## src/rtl/video_timing_pkg.sv

```systemverilog
// Shared raster timing constants (640x480@60 defaults), the stage-1 decode
// record and helpers that place a sync pulse after the active area and porch.
package video_timing_pkg;

  localparam int H_ACTIVE = 640;
  localparam int H_FP     = 16;
  localparam int H_SYNC   = 96;
  localparam int H_BP     = 48;
  localparam int V_ACTIVE = 480;
  localparam int V_FP     = 10;
  localparam int V_SYNC   = 2;
  localparam int V_BP     = 33;

  // Decoded flags captured by stage 1 alongside the raw counts.
  typedef struct packed {
    logic valid;   // stage holds a real pixel (cleared by reset)
    logic h_act;   // inside horizontal active area
    logic v_act;   // inside vertical active area
    logic h_sync;  // inside horizontal sync window
    logic v_sync;  // inside vertical sync window
    logic line0;   // first pixel of a line
    logic frame0;  // first pixel of a frame
    logic oor;     // count beyond the raster totals
  } stage1_flags_t;

  // First count inside the sync window: right after active area and front porch.
  function automatic int sync_start(input int active, input int fp);
    return active + fp;
  endfunction

  // First count past the sync window.
  function automatic int sync_end(input int active, input int fp, input int sync);
    return active + fp + sync;
  endfunction

endpackage

```

## src/rtl/sync_window.sv

```systemverilog
// Half-open window decode: in_window = START <= count < END, unsigned.
// Compared one bit wider so END may equal 2**LEN without wrapping.
module sync_window #(
  parameter int START = 0,
  parameter int END   = 1,
  parameter int LEN   = 1
) (
  input  logic [LEN-1:0] count,
  output logic           in_window
);

  localparam logic [LEN:0] START_W = (LEN+1)'(START);
  localparam logic [LEN:0] END_W   = (LEN+1)'(END);

  logic [LEN:0] count_w;
  assign count_w = {1'b0, count};

  // A window starting at zero needs only the upper bound.
  generate
    if (START == 0) begin : g_from_zero
      assign in_window = (count_w < END_W);
    end else begin : g_range
      assign in_window = (count_w >= START_W) && (count_w < END_W);
    end
  endgenerate

endmodule

```

## src/rtl/video_sync_gen.sv

```systemverilog
// Two-stage raster timing generator downstream of the pixel counter.
// Stage 1 decodes the incoming counts; stage 2 registers sync/de/coordinates
// and the strobe / line-start / frame-start pulses plus a sticky range error.
//
// Flow control: i_inc is a pure advance qualifier, not a valid/ready pair.
// Both stages load only on a clk edge with i_inc=1, everything holds otherwise,
// and there is no back-pressure toward the pixel counter.
module video_sync_gen
  import video_timing_pkg::*;
#(
  parameter int H_ACTIVE  = video_timing_pkg::H_ACTIVE,
  parameter int H_FP      = video_timing_pkg::H_FP,
  parameter int H_SYNC    = video_timing_pkg::H_SYNC,
  parameter int H_BP      = video_timing_pkg::H_BP,
  parameter int V_ACTIVE  = video_timing_pkg::V_ACTIVE,
  parameter int V_FP      = video_timing_pkg::V_FP,
  parameter int V_SYNC    = video_timing_pkg::V_SYNC,
  parameter int V_BP      = video_timing_pkg::V_BP,
  parameter bit HSYNC_POL = 1'b0,
  parameter bit VSYNC_POL = 1'b0,
  parameter int HLEN      = $clog2(H_ACTIVE + H_FP + H_SYNC + H_BP),
  parameter int VLEN      = $clog2(V_ACTIVE + V_FP + V_SYNC + V_BP)
) (
  input  logic            clk,
  input  logic            rstn,
  input  logic            i_inc,
  input  logic [HLEN-1:0] i_hcount,
  input  logic [VLEN-1:0] i_vcount,
  output logic            o_hsync,
  output logic            o_vsync,
  output logic            o_de,
  output logic [HLEN-1:0] o_x,
  output logic [VLEN-1:0] o_y,
  output logic            o_strobe,
  output logic            o_line_start,
  output logic            o_frame_start,
  output logic            o_err
);

  localparam int H_TOTAL  = H_ACTIVE + H_FP + H_SYNC + H_BP;
  localparam int V_TOTAL  = V_ACTIVE + V_FP + V_SYNC + V_BP;
  localparam int HS_START = sync_start(H_ACTIVE, H_FP);
  localparam int HS_END   = sync_end(H_ACTIVE, H_FP, H_SYNC);
  localparam int VS_START = sync_start(V_ACTIVE, V_FP);
  localparam int VS_END   = sync_end(V_ACTIVE, V_FP, V_SYNC);

  // Window decodes of the incoming counts.
  logic h_act, v_act, h_sync, v_sync, h_in, v_in;

  sync_window #(.START(0), .END(H_ACTIVE), .LEN(HLEN)) u_h_act (
    .count(i_hcount), .in_window(h_act));
  sync_window #(.START(0), .END(V_ACTIVE), .LEN(VLEN)) u_v_act (
    .count(i_vcount), .in_window(v_act));
  sync_window #(.START(HS_START), .END(HS_END), .LEN(HLEN)) u_h_sync (
    .count(i_hcount), .in_window(h_sync));
  sync_window #(.START(VS_START), .END(VS_END), .LEN(VLEN)) u_v_sync (
    .count(i_vcount), .in_window(v_sync));
  sync_window #(.START(0), .END(H_TOTAL), .LEN(HLEN)) u_h_in (
    .count(i_hcount), .in_window(h_in));
  sync_window #(.START(0), .END(V_TOTAL), .LEN(VLEN)) u_v_in (
    .count(i_vcount), .in_window(v_in));

  // Stage 1 state.
  stage1_flags_t   s1_q, s1_d;
  logic [HLEN-1:0] s1_hc_q, s1_hc_d;
  logic [VLEN-1:0] s1_vc_q, s1_vc_d;

  // Stage 2 state (drives the outputs directly).
  logic            hsync_q, hsync_d;
  logic            vsync_q, vsync_d;
  logic            de_q, de_d;
  logic [HLEN-1:0] x_q, x_d;
  logic [VLEN-1:0] y_q, y_d;
  logic            strobe_q, strobe_d;
  logic            line_start_q, line_start_d;
  logic            frame_start_q, frame_start_d;
  logic            err_q, err_d;

  // Stage 1 next state: capture decodes and counts on enabled edges.
  always_comb begin
    s1_d    = s1_q;
    s1_hc_d = s1_hc_q;
    s1_vc_d = s1_vc_q;
    if (i_inc) begin
      s1_d.valid  = 1'b1;
      s1_d.h_act  = h_act;
      s1_d.v_act  = v_act;
      s1_d.h_sync = h_sync;
      s1_d.v_sync = v_sync;
      s1_d.line0  = (i_hcount == '0);
      s1_d.frame0 = (i_hcount == '0) && (i_vcount == '0);
      s1_d.oor    = !h_in || !v_in;
      s1_hc_d     = i_hcount;
      s1_vc_d     = i_vcount;
    end
  end

  // Stage 1 registers; reset drops the valid bit so stale data never pulses.
  always_ff @(posedge clk or negedge rstn) begin
    if (!rstn) begin
      s1_q    <= '0;
      s1_hc_q <= '0;
      s1_vc_q <= '0;
    end else begin
      s1_q    <= s1_d;
      s1_hc_q <= s1_hc_d;
      s1_vc_q <= s1_vc_d;
    end
  end

  // Stage 2 next state: out-of-range pixels are forced to blanking.
  always_comb begin
    hsync_d       = hsync_q;
    vsync_d       = vsync_q;
    de_d          = de_q;
    x_d           = x_q;
    y_d           = y_q;
    strobe_d      = 1'b0;
    line_start_d  = 1'b0;
    frame_start_d = 1'b0;
    err_d         = err_q;
    if (i_inc) begin
      de_d          = s1_q.h_act && s1_q.v_act && !s1_q.oor;
      x_d           = de_d ? s1_hc_q : '0;
      y_d           = de_d ? s1_vc_q : '0;
      hsync_d       = (s1_q.h_sync && !s1_q.oor) ? HSYNC_POL : ~HSYNC_POL;
      vsync_d       = (s1_q.v_sync && !s1_q.oor) ? VSYNC_POL : ~VSYNC_POL;
      strobe_d      = s1_q.valid;
      line_start_d  = s1_q.valid && s1_q.line0;
      frame_start_d = s1_q.valid && s1_q.frame0;
      if (s1_q.valid && s1_q.oor) begin
        err_d = 1'b1;
      end
    end
  end

  // Stage 2 registers; syncs reset to their inactive level.
  always_ff @(posedge clk or negedge rstn) begin
    if (!rstn) begin
      hsync_q       <= ~HSYNC_POL;
      vsync_q       <= ~VSYNC_POL;
      de_q          <= 1'b0;
      x_q           <= '0;
      y_q           <= '0;
      strobe_q      <= 1'b0;
      line_start_q  <= 1'b0;
      frame_start_q <= 1'b0;
      err_q         <= 1'b0;
    end else begin
      hsync_q       <= hsync_d;
      vsync_q       <= vsync_d;
      de_q          <= de_d;
      x_q           <= x_d;
      y_q           <= y_d;
      strobe_q      <= strobe_d;
      line_start_q  <= line_start_d;
      frame_start_q <= frame_start_d;
      err_q         <= err_d;
    end
  end

  assign o_hsync       = hsync_q;
  assign o_vsync       = vsync_q;
  assign o_de          = de_q;
  assign o_x           = x_q;
  assign o_y           = y_q;
  assign o_strobe      = strobe_q;
  assign o_line_start  = line_start_q;
  assign o_frame_start = frame_start_q;
  assign o_err         = err_q;

endmodule

```

## config.mk

```make
export PLATFORM = sky130hd
export DESIGN_NAME = video_sync_gen
export DESIGN_NICKNAME = d
export VERILOG_FILES = /design/src/rtl/video_timing_pkg.sv /design/src/rtl/sync_window.sv /design/src/rtl/video_sync_gen.sv
export SDC_FILE = /design/constraint.sdc
export NUM_CORES = 1
export LEC_CHECK = 0
export CAP_MARGIN = 10
export CORE_UTILIZATION = 45
export DETAILED_ROUTE_END_ITERATION = 16
export PLACE_DENSITY = 0.78
export SYNTH_ARGS = -nofsm -noshare
export SYNTH_HDL_FRONTEND = slang
export SYNTH_SLANG_ARGS = --single-unit
export TNS_END_PERCENT = 1
```

## constraint.sdc

```tcl
create_clock -name clk -period 1.3 [get_ports clk]
set_clock_uncertainty 0.15 [all_clocks]
set_input_delay 0.13 -clock clk [delete_from_list [all_inputs] [get_ports clk]]
set_output_delay 0.13 -clock clk [all_outputs]
set_load 0.05 [all_outputs]
```

== After elaboration in Yosys (flattened, before gate mapping) ==
Cells that the tools add are included.
Cells by class
  mux-type cells: 7
  reductions and logical operators: 17
  magnitude comparators: 8
Operators with widths (number)
  $lt 10x10->1 const B: 4
  $logic_not 10->1: 2
  $lt 10x9->1 const B: 2
  $mux 10: 2
  $ge 10x10->1 const B: 1
  $ge 10x9->1 const B: 1
  $logic_and 1x1->1: 10
  $mux 1: 5
  $logic_not 1->1: 3
  $reduce_and 2->1: 1
  $logic_or 1x1->1: 1
Storage, ports and cells
  bits of input ports: 23
  flip-flop bits (word level): 55

== Depth between registers and ports, before layout ==
  depth in word-level cells: 3
  depth in mapped cells: 4
  mapped depth without buffers: 3

== Modules after synthesis ==
Synthesis repeated with hierarchy kept, for this count alone.
Unflattened totals
  cell total of the unflattened synthesis: 147
  area total of the unflattened synthesis: 2163.3 µm²
Modules (own cells, without submodules)
  video_sync_gen: sequential area each 1378.8 µm², area each 2044.5 µm², cells each 134, times used 1
  sync_window at u_h_sync: sequential area each 0.0 µm², area each 32.5 µm², cells each 4, times used 1
  sync_window at u_v_in: sequential area each 0.0 µm², area each 30.0 µm², cells each 3, times used 1
  sync_window at u_v_sync: sequential area each 0.0 µm², area each 26.3 µm², cells each 3, times used 1
  sync_window at u_v_act: sequential area each 0.0 µm², area each 16.3 µm², cells each 1, times used 1
  sync_window at u_h_in: sequential area each 0.0 µm², area each 8.8 µm², cells each 1, times used 1
  sync_window at u_h_act: sequential area each 0.0 µm², area each 5.0 µm², cells each 1, times used 1

== Least setup slack after synthesis ==
OpenSTA, ideal clock, no wires.
  kind: register to register
  start point: register s1_q[0] in the netlist's numbering
  end point: register x_q[0], in the netlist o_x[0]
  path slack: 0.194 ns
  cell stages (with the launch flop): 4
  period minus slack after synthesis: 1.106 ns
  arrival time: 0.889 ns
  buffers on the path: 1
  cell sequence: dfrtp_1 -> nor3_4 -> buf_6 -> a22o_1
Between the ends
  cells in the longest elaborated chain, start to end: 3
RTL lines
  start: declaration: RTL line video_sync_gen.sv:64  | stage1_flags_t s1_q, s1_d;
  start signal: assignment: RTL line video_sync_gen.sv:101  | s1_q <= '0;
  start signal: assignment: RTL line video_sync_gen.sv:105  | s1_q <= s1_d;
  $logic_not 1->1: RTL line video_sync_gen.sv:123  | de_d = s1_q.h_act && s1_q.v_act && !s1_q.oor;
  $logic_and 1x1->1: RTL line video_sync_gen.sv:123
  $mux 10: RTL line video_sync_gen.sv:124  | x_d = de_d ? s1_hc_q : '0;
  end signal: assignment: RTL line video_sync_gen.sv:143  | x_q <= '0;
  end signal: assignment: RTL line video_sync_gen.sv:153  | x_q <= x_d;
  end: declaration: RTL line video_sync_gen.sv:72  | logic [HLEN-1:0] x_q, x_d;
Every way passes these cells.
A chain may end at the register's enable or synchronous reset.

== Worst setup path in the final report ==
  start point: register vsync_q, in the netlist o_vsync
  end point: output port o_vsync
RTL lines
  start: declaration: RTL line video_sync_gen.sv:70  | logic vsync_q, vsync_d;
  start signal: assignment: RTL line video_sync_gen.sv:141  | vsync_q <= ~VSYNC_POL;
  start signal: assignment: RTL line video_sync_gen.sv:151  | vsync_q <= vsync_d;
  end: declaration: RTL line video_sync_gen.sv:30  | output logic o_vsync,
No word-level cell between the ends.

==> qor.csv <==
metric,value,unit
status,finished with violations,
violations,setup timing,
vias,1484,
routedWlPerCell,18.28,µm
drv_cap,0,
ant_nets,0,
yosysSeqAreaShare,0.6422,
viasPerCell,5.537,
synthTopCellsByCount,"dfrtp_1 (53), a22o_1 (20), mux2_2 (20)",
max_slew_margin,0.7890,
place.gp.congestion,0.7669,
die_w,71.08,µm
worst-setup-path-type,register to primary output,
peakVddDrop,693.0,µV
netlist_top_cells_area,"dfrtp_1 (62%), mux2_2 (10%), a22o_1 (8.2%)",
routed_wl,4900,µm
layout_setup_ws,-0.008006,ns
cts_max_level,2,
grt_max_degree,28,
crit_cells,1,
grt_pass1_vias,1625,
clk_pin_slew,0.10,ns
postSynthAreaPerCell,14.61,µm²
synth_mux_area_frac,0.1049,
cts_buffers,5,
slowest_delay,0.58,ns
clockBufferDepth,2,
drtPass1Iterations,6,
powerDensity,1127,nW/µm²
dp.cells,257,
ys.flop_type,dfrtp_1,
ys_warn_count,0,
synth.most_common_cell,dfrtp_1,
yosysTopAreaCell,dfrtp_1,
syn_inst,147,
final_util,0.7117,
die_h,71.08,µm
dpl.hpwl,3643,µm
fmaxAchievable,0.7645,GHz
drc,0,
clock-sinks,55,
critical_path_buf_inv_count,1,
hold_path.class,primary input to asynchronous set/reset pin,
drtIter0Drc,165,
grt_antenna_before_repair,0,
synth-seq-cells,55,
rsz0062_at_grt,true,
rr_endpoint,o_x[1],
setup_violations,1,
rrSetupSlack,0.05,ns
insertion_delay,0.31,ns
hold_viol,0,
leakagePower,1.407,nW
grt_usage,0.2147,
cpMaxStageDelayCell,dfstp_2,
fill_cells,282,
setup_tns,-0.008006,ns
synth_edf_count,0,
critPathLaunch,o_vsync,
cts_root_buf,clkbuf_8,
critical_path.cell_chain,buf_12,
ff2ff_path_depth,3,
ios,50,
crit-reg2reg-launch,s1_q[0],
startpoint_type,register,
overflow,0,
layout.cells.non_filler,268,
arrival,1.03,ns
synth_area,2147,µm²
crit_end,o_vsync,
grt_pass1_wl,8190,µm
diodes,0,
synth_cell_types,34,
die_area,5052,µm²
min_period_over_period,1.006,
yosys.area_share.simple,0.08741,
drive_gt1_frac,0.3843,
worstMarginPinSlew,0.3136,ns
area_delta_synth_final,48.31,%
cp.required,1.02,ns
rows,24,
end_kind,primary output,
path_max_fanout,2,
ys_async_sr_fraction,1.000,
post-place-ws,-0.3220,ns
synth_nets,170,
period_minus_slack,1.308,ns
synth-xor-area-share,0,
cts_tree,built,
cpLargestDelayFamily,flip-flops,
numPortBuffers,49,
synth_top_area_share,0.6177,
report.power.total,3.588,mW
synth_fa_ha_area_frac,0,
core_area,4474,µm²
synth_compound_area_frac,0.1294,
synth_top_family_by_area,compound AO/OA/AOI/OAI gates,
nets,238,
start_util,0.4799,
report.final.slew_viol_count,0,
layer usage:
metal	vias to the layer above	routed length, µm	GRT usage
met4	0	82	0.06000
met3	7	121	0.04986
met1	765	2051	0.2641
met5	-	0	0
met2	33	2645	0.3803
li1	679	-	-
registers in the layout (all words and copies together), names as in the netlist, 8 cells and up:
| signal | count |
|---|---|
| o_x | 10 |
| o_y | 10 |
| s1_hc_q | 10 |
| s1_q | 8 |
| s1_vc_q | 10 |
metrics by stage:
stage	instance area (µm²)	hold slack, ns
after floorplan	2147	-0.3156
after global placement	3067	-0.1557
after detailed placement	3067	-0.1531
after CTS	3177	0.04739
after global routing	3184	0.04047
final	3184	0.04065
where the power goes:
part / leakage, nW / internal (mW) / switching (mW) / total [mW]
registers: 0.690 / 1.83 / 0.0967 / 1.92
logic: 0.673 / 0.374 / 0.344 / 0.719
clock network: 0.0443 / 0.386 / 0.559 / 0.945
total: 1.41 / 2.59 / 1.00 / 3.59
cells by family after synthesis:
logic type / count (synthesis)
flip-flops: 55
buffers and inverters: 11
AO/OA/AOI/OAI: 34
multiplexers: 20
AND/OR/NAND/NOR: 27
area by class of cell:
cell class              count  area, µm²  share of cell area
clock buffers               5      68.82             0.02161
clock inverters             3      25.02            0.007859
inverters                   3      11.26            0.003536
multi-input cells          81      690.7              0.2169
flip-flops and latches     55       1379              0.4330
well taps                  52      65.06             0.02043
repair buffers             69      944.7              0.2967
what timing repair did:
action	4_1_cts	5_1_grt
endpoints found under the hold margin	55	0
hold buffers	1	0
setup buffers	1	1
endpoints found under the setup margin	2	5
gates resized for setup	1	0
layout by cell type, fill, tap and decap left out, drive strengths merged, types with 3 or more instances in the layout:
master	instances
and3	3
nand3	4
clkbuf	5
clkdlybuf4s50	20
mux2	20
nor3	4
inv	3
buf	47
nor2	3
dfrtp	53
a22o	20
how the worst min path moves through the flow:
| stage | to | slack, ns |
|---|---|---|
| floorplan | o_de | -0.32 |
| global placement | o_line_start | -0.16 |
| detailed placement | o_frame_start | -0.15 |
| CTS | s1_q[7] | 0.05 |
| global route | s1_q[7] | 0.04 |
| finish | s1_q[7] | 0.04 |
(Power assumes the default switching activity.)
